### config.mk
export PLATFORM = sky130hd
export DESIGN_NAME = phasecomp
export DESIGN_NICKNAME = d
export VERILOG_FILES = /design/src/rtl/pfb_pkg.sv /design/src/rtl/pp_ram.sv /design/src/rtl/phasecomp.sv
export SDC_FILE = /design/constraint.sdc
export NUM_CORES = 1
export LEC_CHECK = 0
export CORE_UTILIZATION = 30
export CTS_CLUSTER_DIAMETER = 150
export DETAILED_ROUTE_END_ITERATION = 10
export GPL_ROUTABILITY_DRIVEN = 0
export PLACE_DENSITY = 0.42
export SLEW_MARGIN = 10
export SYNTH_ARGS = -nofsm -noshare
export SYNTH_HDL_FRONTEND = slang
export SYNTH_SLANG_ARGS = --single-unit
### constraint.sdc
create_clock -name clk -period 5.2 [get_ports clk]
set_clock_uncertainty 0.2 [all_clocks]
set_input_delay 1.56 -clock clk [delete_from_list [all_inputs] [get_ports clk]]
set_output_delay 1.56 -clock clk [all_outputs]
set_load 0.02 [all_outputs]
### src/rtl/pfb_pkg.sv
// pfb_pkg: shared types and defaults for the polyphase filter bank back end
package pfb_pkg;
  localparam int PFB_WIDTH = 16;
  localparam int PFB_FFT_LEN = 32;
  localparam int PFB_DEC_FAC = 24;
  localparam int ADDR_W = $clog2(PFB_FFT_LEN);
  typedef logic signed [PFB_WIDTH-1:0] sample_t;
  typedef enum logic {IDLE, READ} phasecomp_state_t;
endpackage

### src/rtl/pp_ram.sv
// pp_ram: simple dual-port ping-pong buffer, {bank, addr} addressing, registered read
module pp_ram #(
  parameter int WIDTH = 16,
  parameter int AW = 6
)(
  input  logic                    clk,
  input  logic                    i_we,
  input  logic [AW-1:0]           i_waddr,
  input  logic signed [WIDTH-1:0] i_wdata,
  input  logic [AW-1:0]           i_raddr,
  output logic signed [WIDTH-1:0] o_rdata
);
  logic signed [WIDTH-1:0] r_mem [2**AW];
  // write when valid, read every cycle through the output register
  always_ff @(posedge clk) begin
    if (i_we) r_mem[i_waddr] <= i_wdata;
    o_rdata <= r_mem[i_raddr];
  end
endmodule

### src/rtl/phasecomp.sv
// phasecomp: buffers frames and replays each rotated by the per-frame PFB phase offset
module phasecomp import pfb_pkg::*; #(
  parameter int WIDTH = PFB_WIDTH,
  parameter int FFT_LEN = PFB_FFT_LEN,
  parameter int DEC_FAC = PFB_DEC_FAC
)(
  input  logic                    clk,
  input  logic                    rst,
  input  logic                    vin,
  input  logic signed [WIDTH-1:0] din,
  output logic                    vout,
  output logic signed [WIDTH-1:0] dout,
  output logic                    last,
  output logic                    frame_err
);
  localparam int AW = $clog2(FFT_LEN);
  localparam logic [AW-1:0] LAST_IDX = AW'(FFT_LEN - 1);
  localparam logic [AW-1:0] STEP = AW'(DEC_FAC);
  phasecomp_state_t r_state, w_state_nx;
  logic [AW-1:0] r_wr_ptr, r_rd_ptr, r_shift, r_cur_shift, w_rd_off;
  logic r_wr_bank, r_rd_bank, w_rd_bank_nx, w_start;
  logic [1:0] r_full, w_set, w_clr, w_avail;
  logic r_vout, r_last, r_frame_err;
  logic signed [WIDTH-1:0] w_rdata;
  assign w_set = (vin && r_wr_ptr == LAST_IDX) ? (r_wr_bank ? 2'b10 : 2'b01) : 2'b00;
  assign w_clr = (r_state == READ && r_rd_ptr == LAST_IDX) ? (r_rd_bank ? 2'b10 : 2'b01) : 2'b00;
  assign w_avail = r_full | w_set;
  assign w_rd_off = r_rd_ptr + r_cur_shift;
  // next state: start from idle on any full bank, chain at end of frame if the other bank is ready
  always_comb begin
    w_state_nx = r_state;
    w_start = 1'b0;
    w_rd_bank_nx = r_rd_bank;
    if (r_state == IDLE) begin
      if (|w_avail) begin
        w_state_nx = READ;
        w_start = 1'b1;
        w_rd_bank_nx = ~w_avail[0];
      end
    end else if (r_rd_ptr == LAST_IDX) begin
      if (w_avail[~r_rd_bank]) begin
        w_start = 1'b1;
        w_rd_bank_nx = ~r_rd_bank;
      end else begin
        w_state_nx = IDLE;
      end
    end
  end
  // pointers, bank flags, shift accumulator and registered outputs
  always_ff @(posedge clk or negedge rst) begin
    if (!rst) begin
      r_state <= IDLE;
      r_wr_ptr <= '0;
      r_wr_bank <= 1'b0;
      r_rd_ptr <= '0;
      r_rd_bank <= 1'b0;
      r_full <= 2'b00;
      r_shift <= '0;
      r_cur_shift <= '0;
      r_vout <= 1'b0;
      r_last <= 1'b0;
      r_frame_err <= 1'b0;
    end else begin
      r_state <= w_state_nx;
      r_rd_bank <= w_rd_bank_nx;
      if (vin) r_wr_ptr <= r_wr_ptr + AW'(1);
      r_wr_bank <= r_wr_bank ^ (|w_set);
      r_full <= (r_full & ~w_clr) | w_set;
      r_frame_err <= r_frame_err | (|(w_set & r_full & ~w_clr));
      r_rd_ptr <= w_start ? '0 : r_rd_ptr + AW'(1);
      if (w_start) begin
        r_cur_shift <= r_shift;
        r_shift <= r_shift + STEP;
      end
      r_vout <= r_state == READ;
      r_last <= r_state == READ && r_rd_ptr == LAST_IDX;
    end
  end
  pp_ram #(.WIDTH(WIDTH), .AW(AW + 1)) u_ram (
    .clk(clk),
    .i_we(vin),
    .i_waddr({r_wr_bank, r_wr_ptr}),
    .i_wdata(din),
    .i_raddr({r_rd_bank, w_rd_off}),
    .o_rdata(w_rdata)
  );
  assign vout = r_vout;
  assign dout = r_vout ? w_rdata : '0;
  assign last = r_last;
  assign frame_err = r_frame_err;
endmodule

Yosys cells after proc, flatten, opt, wreduce, memory -nomap -nowiden --
Memories as Yosys holds them, arrays and structs flattened. A register that Yosys moved wholly into a read port is not among the register bits. Index checks and enable logic that the tools add are counted. W data, S select, Z words.
Cells by class: add/sub/neg operators 4, order comparisons 1, equal/unequal tests 4, multiplexer cells 20, bitwise logic cells 10, reductions and logical operators 7
Operator list (count):
- $mux W16 | 1
- $mux W1 | 14
- $add A5 B1 Y5 const B | 2
- $eq A5 B5 Y1 const B | 2
- $mux W2 | 4
- $and A2 B2 Y2 | 3
- $reduce_or A2 Y1 | 3
- $add A5 B5 Y5 | 1
- $add A5 B5 Y5 const B | 1
- $mux W5 | 1
- $ne A2 B1 Y1 const B | 2
- $or A2 B2 Y2 | 2
- $reduce_and A3 Y1 | 1
- $logic_and A1 B1 Y1 | 2
- $lt A1 B2 Y1 const B | 1
- $not A1 Y1 | 2
- $not A2 Y2 | 1
- $reduce_bool A2 Y1 | 1
- $or A1 B1 Y1 | 1
- $xor A1 B1 Y1 | 1
Storage, ports and cells: flip-flop bits (word level) 28, RAM bits 1024, input bits 19, output and inout port bits 19, word-level logic and storage cells 58, memories 1
Memory list:
- u_ram.r_mem | words 64, width 16, read ports 1, clocked after Yosys merged registers in 1, write ports 1, RTL line pp_ram.sv:13 | logic signed [WIDTH-1:0] r_mem [2**AW];

Longest topological paths before layout --
word-level depth 10, mapped depth 11, depth with buffers taken out 10

By module --
Synthesis repeated with hierarchy kept, for this count alone.
Unflattened totals: cells, all modules 1924, area total of the unflattened synthesis 41129.4 um2
By module, submodules not included:
- pp_ram | times used 1, cells an instance 1829, area an instance 40042.2 um2, seq. area each 31069.8 um2
- phasecomp | times used 1, cells an instance 95, area an instance 1087.3 um2, seq. area each 550.5 um2

Least setup slack after synthesis --
No wires, ideal clock.
kind input -> register, start input vin, end memory u_ram.r_mem[49][0] (enable), setup time 0.409 ns, data arrival time 3.212 ns, data required time 4.591 ns, path slack 1.379 ns, cell stages on the path 3, buffers on the path 1, path through clkbuf_1 -> nand4_1 -> nor3_1
Between the ends: longest elaborated chain between the ends 2
Ends and longest elaborated chain:
- start: declaration | RTL line phasecomp.sv:9 | input logic vin,
- $mux W1 | RTL line pp_ram.sv:16 | if (i_we) r_mem[i_waddr] <= i_wdata;
- $mux W1 (implied by the code) | RTL line pp_ram.sv:16
- end: declaration | RTL line pp_ram.sv:13
No other way between the ends.

Worst setup path in the final report --
start register r_vout, in the netlist vout, end output dout[15]
Between the ends: longest elaborated chain between the ends 1
Ends and longest elaborated chain:
- start: declaration | RTL line phasecomp.sv:23 | logic r_vout, r_last, r_frame_err;
- start signal: assignment | RTL line phasecomp.sv:60 | r_vout <= 1'b0;
- start signal: assignment | RTL line phasecomp.sv:75 | r_vout <= r_state == READ;
- $mux W16 | RTL line phasecomp.sv:88 | assign dout = r_vout ? w_rdata : '0;
- end: declaration | RTL line phasecomp.sv:12 | output logic signed [WIDTH-1:0] dout,
No other way between the ends.

==> results.py <==
metrics = {
    "synth": {
        "syn_avg_cell_area_um2": 22.1,
        "synth_compound_area_share_pct": 1.82,
        "syn-num-nets": 1884,
        "yosysWarnings": 0,
        "synth_xor_area_share_pct": 0.262,
        "synthDistinctLibCells": 47,
        "synth_seq_cells": 1062,
        "synthFlopType": "edfxtp_1",
        "synthArstFlopShare_pct": 2.07,
        "synth-adder-area-share_pct": 0.214,
        "synth-simple-area-share_pct": 1.90,
        "synth-edff-count": 1024,
        "synthMuxAreaShare_pct": 17.4,
        "syn-instance-count": 1858,
        "synth_area_um2": 41000,
        "synth_top_family_by_area": "multiplexers",
        "synth.yosys.seq_area_share_pct": 77.1,
    },
    "floorplanning": {
        "die-height_um": 372,
        "die_w_um": 372,
        "rows": 135,
        "die_area_um2": 138000,
        "core_area_um2": 135000,
        "ios": 38,
        "initial_core_util_pct": 30.3,
    },
    "power": {
        "ir_drop_uv": 398,
        "clkPwrFrac_pct": 29.6,
        "switching_power_mw": 8.92,
        "combinationalPowerShare_pct": 31.8,
        "total_power_mw": 26.6,
        "p_sw_share_pct": 33.5,
        "internal-power_mw": 17.7,
        "powerDensity_nw_per_um2": 558,
        "power_frac_seq_pct": 38.6,
        "leakage_nw": 14.9,
    },
    "placed_design": {
        "numPortBuffers": 37,
        "hpwl_um": 67200,
    },
    "final_layout": {
        "drive_above_1_share_pct": 31.3,
        "synthToLayoutAreaGrowth_pct": 16.3,
        "register_area_um2": 31600,
        "fill_cells": 12600,
        "nets": 2052,
        "multiInputGateArea_um2": 8930,
        "utilization_pct": 35.2,
    },
    "clock_network": {
        "hold_buffers": 0,
        "htree_levels": 3,
        "cts_tree": "done",
        "cts.sinks": 1062,
        "clockBufferDepth": 3,
        "cts_buffers": 113,
        "cts_resized": 0,
        "clk_latency_ps": 710,
        "clk_pin_slew_ps": 60,
        "post_cts_buffers": 0,
        "cts_root_buf": "clkbuf_16",
    },
    "route": {
        "wl_met1_um": 49400,
        "routed_wl_um": 111000,
        "drt_iter0_drc": 1722,
        "wl_per_cell_um": 28.6,
        "top_layer_used": "met5",
        "drc": 0,
        "vias": 19100,
        "firstDrtPassIters": 5,
        "ant_nets": 0,
        "vias_per_cell": 4.91,
        "wl_met3_um": 6180,
        "met2_length_um": 53500,
    },
    "timing": {
        "fin_hold_ws_ps": 275,
        "setup_violations": 0,
        "tns_ps": 0,
        "post-route-period-util_pct": 83.4,
        "slew_headroom_pct": 24.0,
        "fmax_mhz": 231,
        "worstMarginPinSlew_ps": 1140,
        "final_hold_viol_count": 0,
        "finalMaxSlewViolations": 0,
        "rsz0062_at_grt": "false",
        "min_period_ps": 4340,
    },
    "setup_path": {
        "end_kind": "primary output",
        "required_ps": 3440,
        "path_max_fanout": 17,
        "r2r_start": "r_rd_ptr[0]$_DFF_PN0_",
        "regToRegEndpoint": "u_ram.o_rdata[13]$_DFF_P_",
        "worstSetupPathType": "flop to primary output",
        "rr_worst_depth": 6,
        "crit_arrival_ps": 2580,
        "r2r_slack_ps": 1360,
        "start_kind": "flop",
    },
    "global_route": {
        "grt.overflow.total": 0,
        "grt.total_usage_pct": 16.2,
        "grt_pass1_vias": 20200,
        "antenna_found_initial": 10,
        "grt_pass1_wl_um": 157000,
        "grt_max_degree": 107,
    },
    "hold_path": {
        "hold_depth": 1,
        "worstHoldStart": "r_shift[4]$_DFFE_PN0P_",
        "holdPathEnd": "r_shift[4]$_DFFE_PN0P_",
        "min_path_type": "flop to flop",
    },
    "status": {
        "run_status": "finished clean",
    },
    "run": {
        "max-cap-violations": 0,
    },
}
-- flip-flops by register name, indices dropped and copies added, names as in the netlist --
signal	cells
frame_err	1
last	1
r_cur_shift	2
r_full	2
r_rd_bank	1
r_rd_ptr	5
r_shift	2
r_state	1
r_wr_bank	1
r_wr_ptr	5
u_ram.o_rdata	16
u_ram.r_mem	1024
vout	1
-- power groups by stage --
stage / Combinational, mW / Clock [mW] / Sequential, mW
2_1_floorplan: 5.28 / 0 / 10.1
3_3_place_gp: 8.60 / 0 / 10.5
3_5_place_dp: 8.58 / 0 / 10.5
4_1_cts: 8.62 / 8.08 / 10.3
5_1_grt: 8.91 / 8.38 / 10.3
6_report: 8.45 / 7.88 / 10.3
-- through the flow --
step                      cells  cell area (um^2)  worst slack (ps)
after global routing       3898             47700               763
final                      3899             47700               863
after global placement     3692             44100               955
after detailed placement   3692             44100               855
after CTS                  3898             47700               882
after floorplan            1858             41000              1380
-- worst max-delay path by stage --
stage | to | from | cells after the start | slack (ps)
after CTS | dout[15] | vout$_DFF_PN0_ | 2 | 880
final | dout[15] | vout$_DFF_PN0_ | 2 | 860
after floorplan | u_ram.r_mem[49][0]$_DFFE_PP_ | vin | 3 | 1380
after global placement | r_cur_shift[3]$_DFFE_PN0P_ | vin | 6 | 960
after detailed placement | r_cur_shift[4]$_DFFE_PN0P_ | vin | 6 | 860
after global routing | dout[15] | vout$_DFF_PN0_ | 2 | 760
-- layout by cell type (no fill, tap or decap), types with 18 or more instances in the layout --
cell type and count:
edfxtp_1 1024, mux4_2 244, clkbuf_16 113, buf_4 107, mux2_2 89, nor2_1 67, mux2i_1 62, clkbuf_1 35
nor2_2 32, o221ai_1 29, o22ai_1 27, clkdlybuf4s50_1 21, clkinv_2 19, dfrtp_1 19, nand2_1 18, and2_1 18
-- logic make-up after synthesis --
family          after synthesis
compound gates              104
xor+xnor                      9
fa+ha+maj                     7
mux                         395
flops                      1062
buf+inv                     107
simple gates                174
-- worst max-delay path, cell delays in order (launching register included) --
cell and delay [ps]:
dfrtp_1 780, and2_1 420, clkdlybuf4s50_1 680
-- layout make-up --
class                   count  area share (%)
repair buffers            154            2.71
flip-flops and latches   1062            66.3
well taps                1781            4.67
clock inverters            52            1.15
inverters                   6          0.0472
multi-input cells         689            18.7
clock buffers             154            6.38
diodes                      1         0.00525
-- layer usage --
layer	GRT usage, %	vias to the layer above
li1	-	8125
met1	22.1	10400
met2	26.4	502
met3	3.56	140
met4	3.74	4
met5	0	-
-- cell usage after synthesis, types with 14 or more instances --
cell	instances	area share, %
o21ai_0	14	0.17
mux4_2	244	13
o221ai_1	29	0.62
o31ai_1	14	0.26
nor2_1	99	0.91
buf_1	14	0.13
dfxtp_1	16	0.78
mux2i_1	62	1.5
edfxtp_1	1024	75
clkbuf_1	38	0.35
mux2_2	89	2.4
buf_2	26	0.32
nand2_1	18	0.16
o22ai_1	27	0.41
and2_1	18	0.27
buf_4	18	0.33
dfrtp_1	22	1.3
Power figures use the tool's default switching activity.
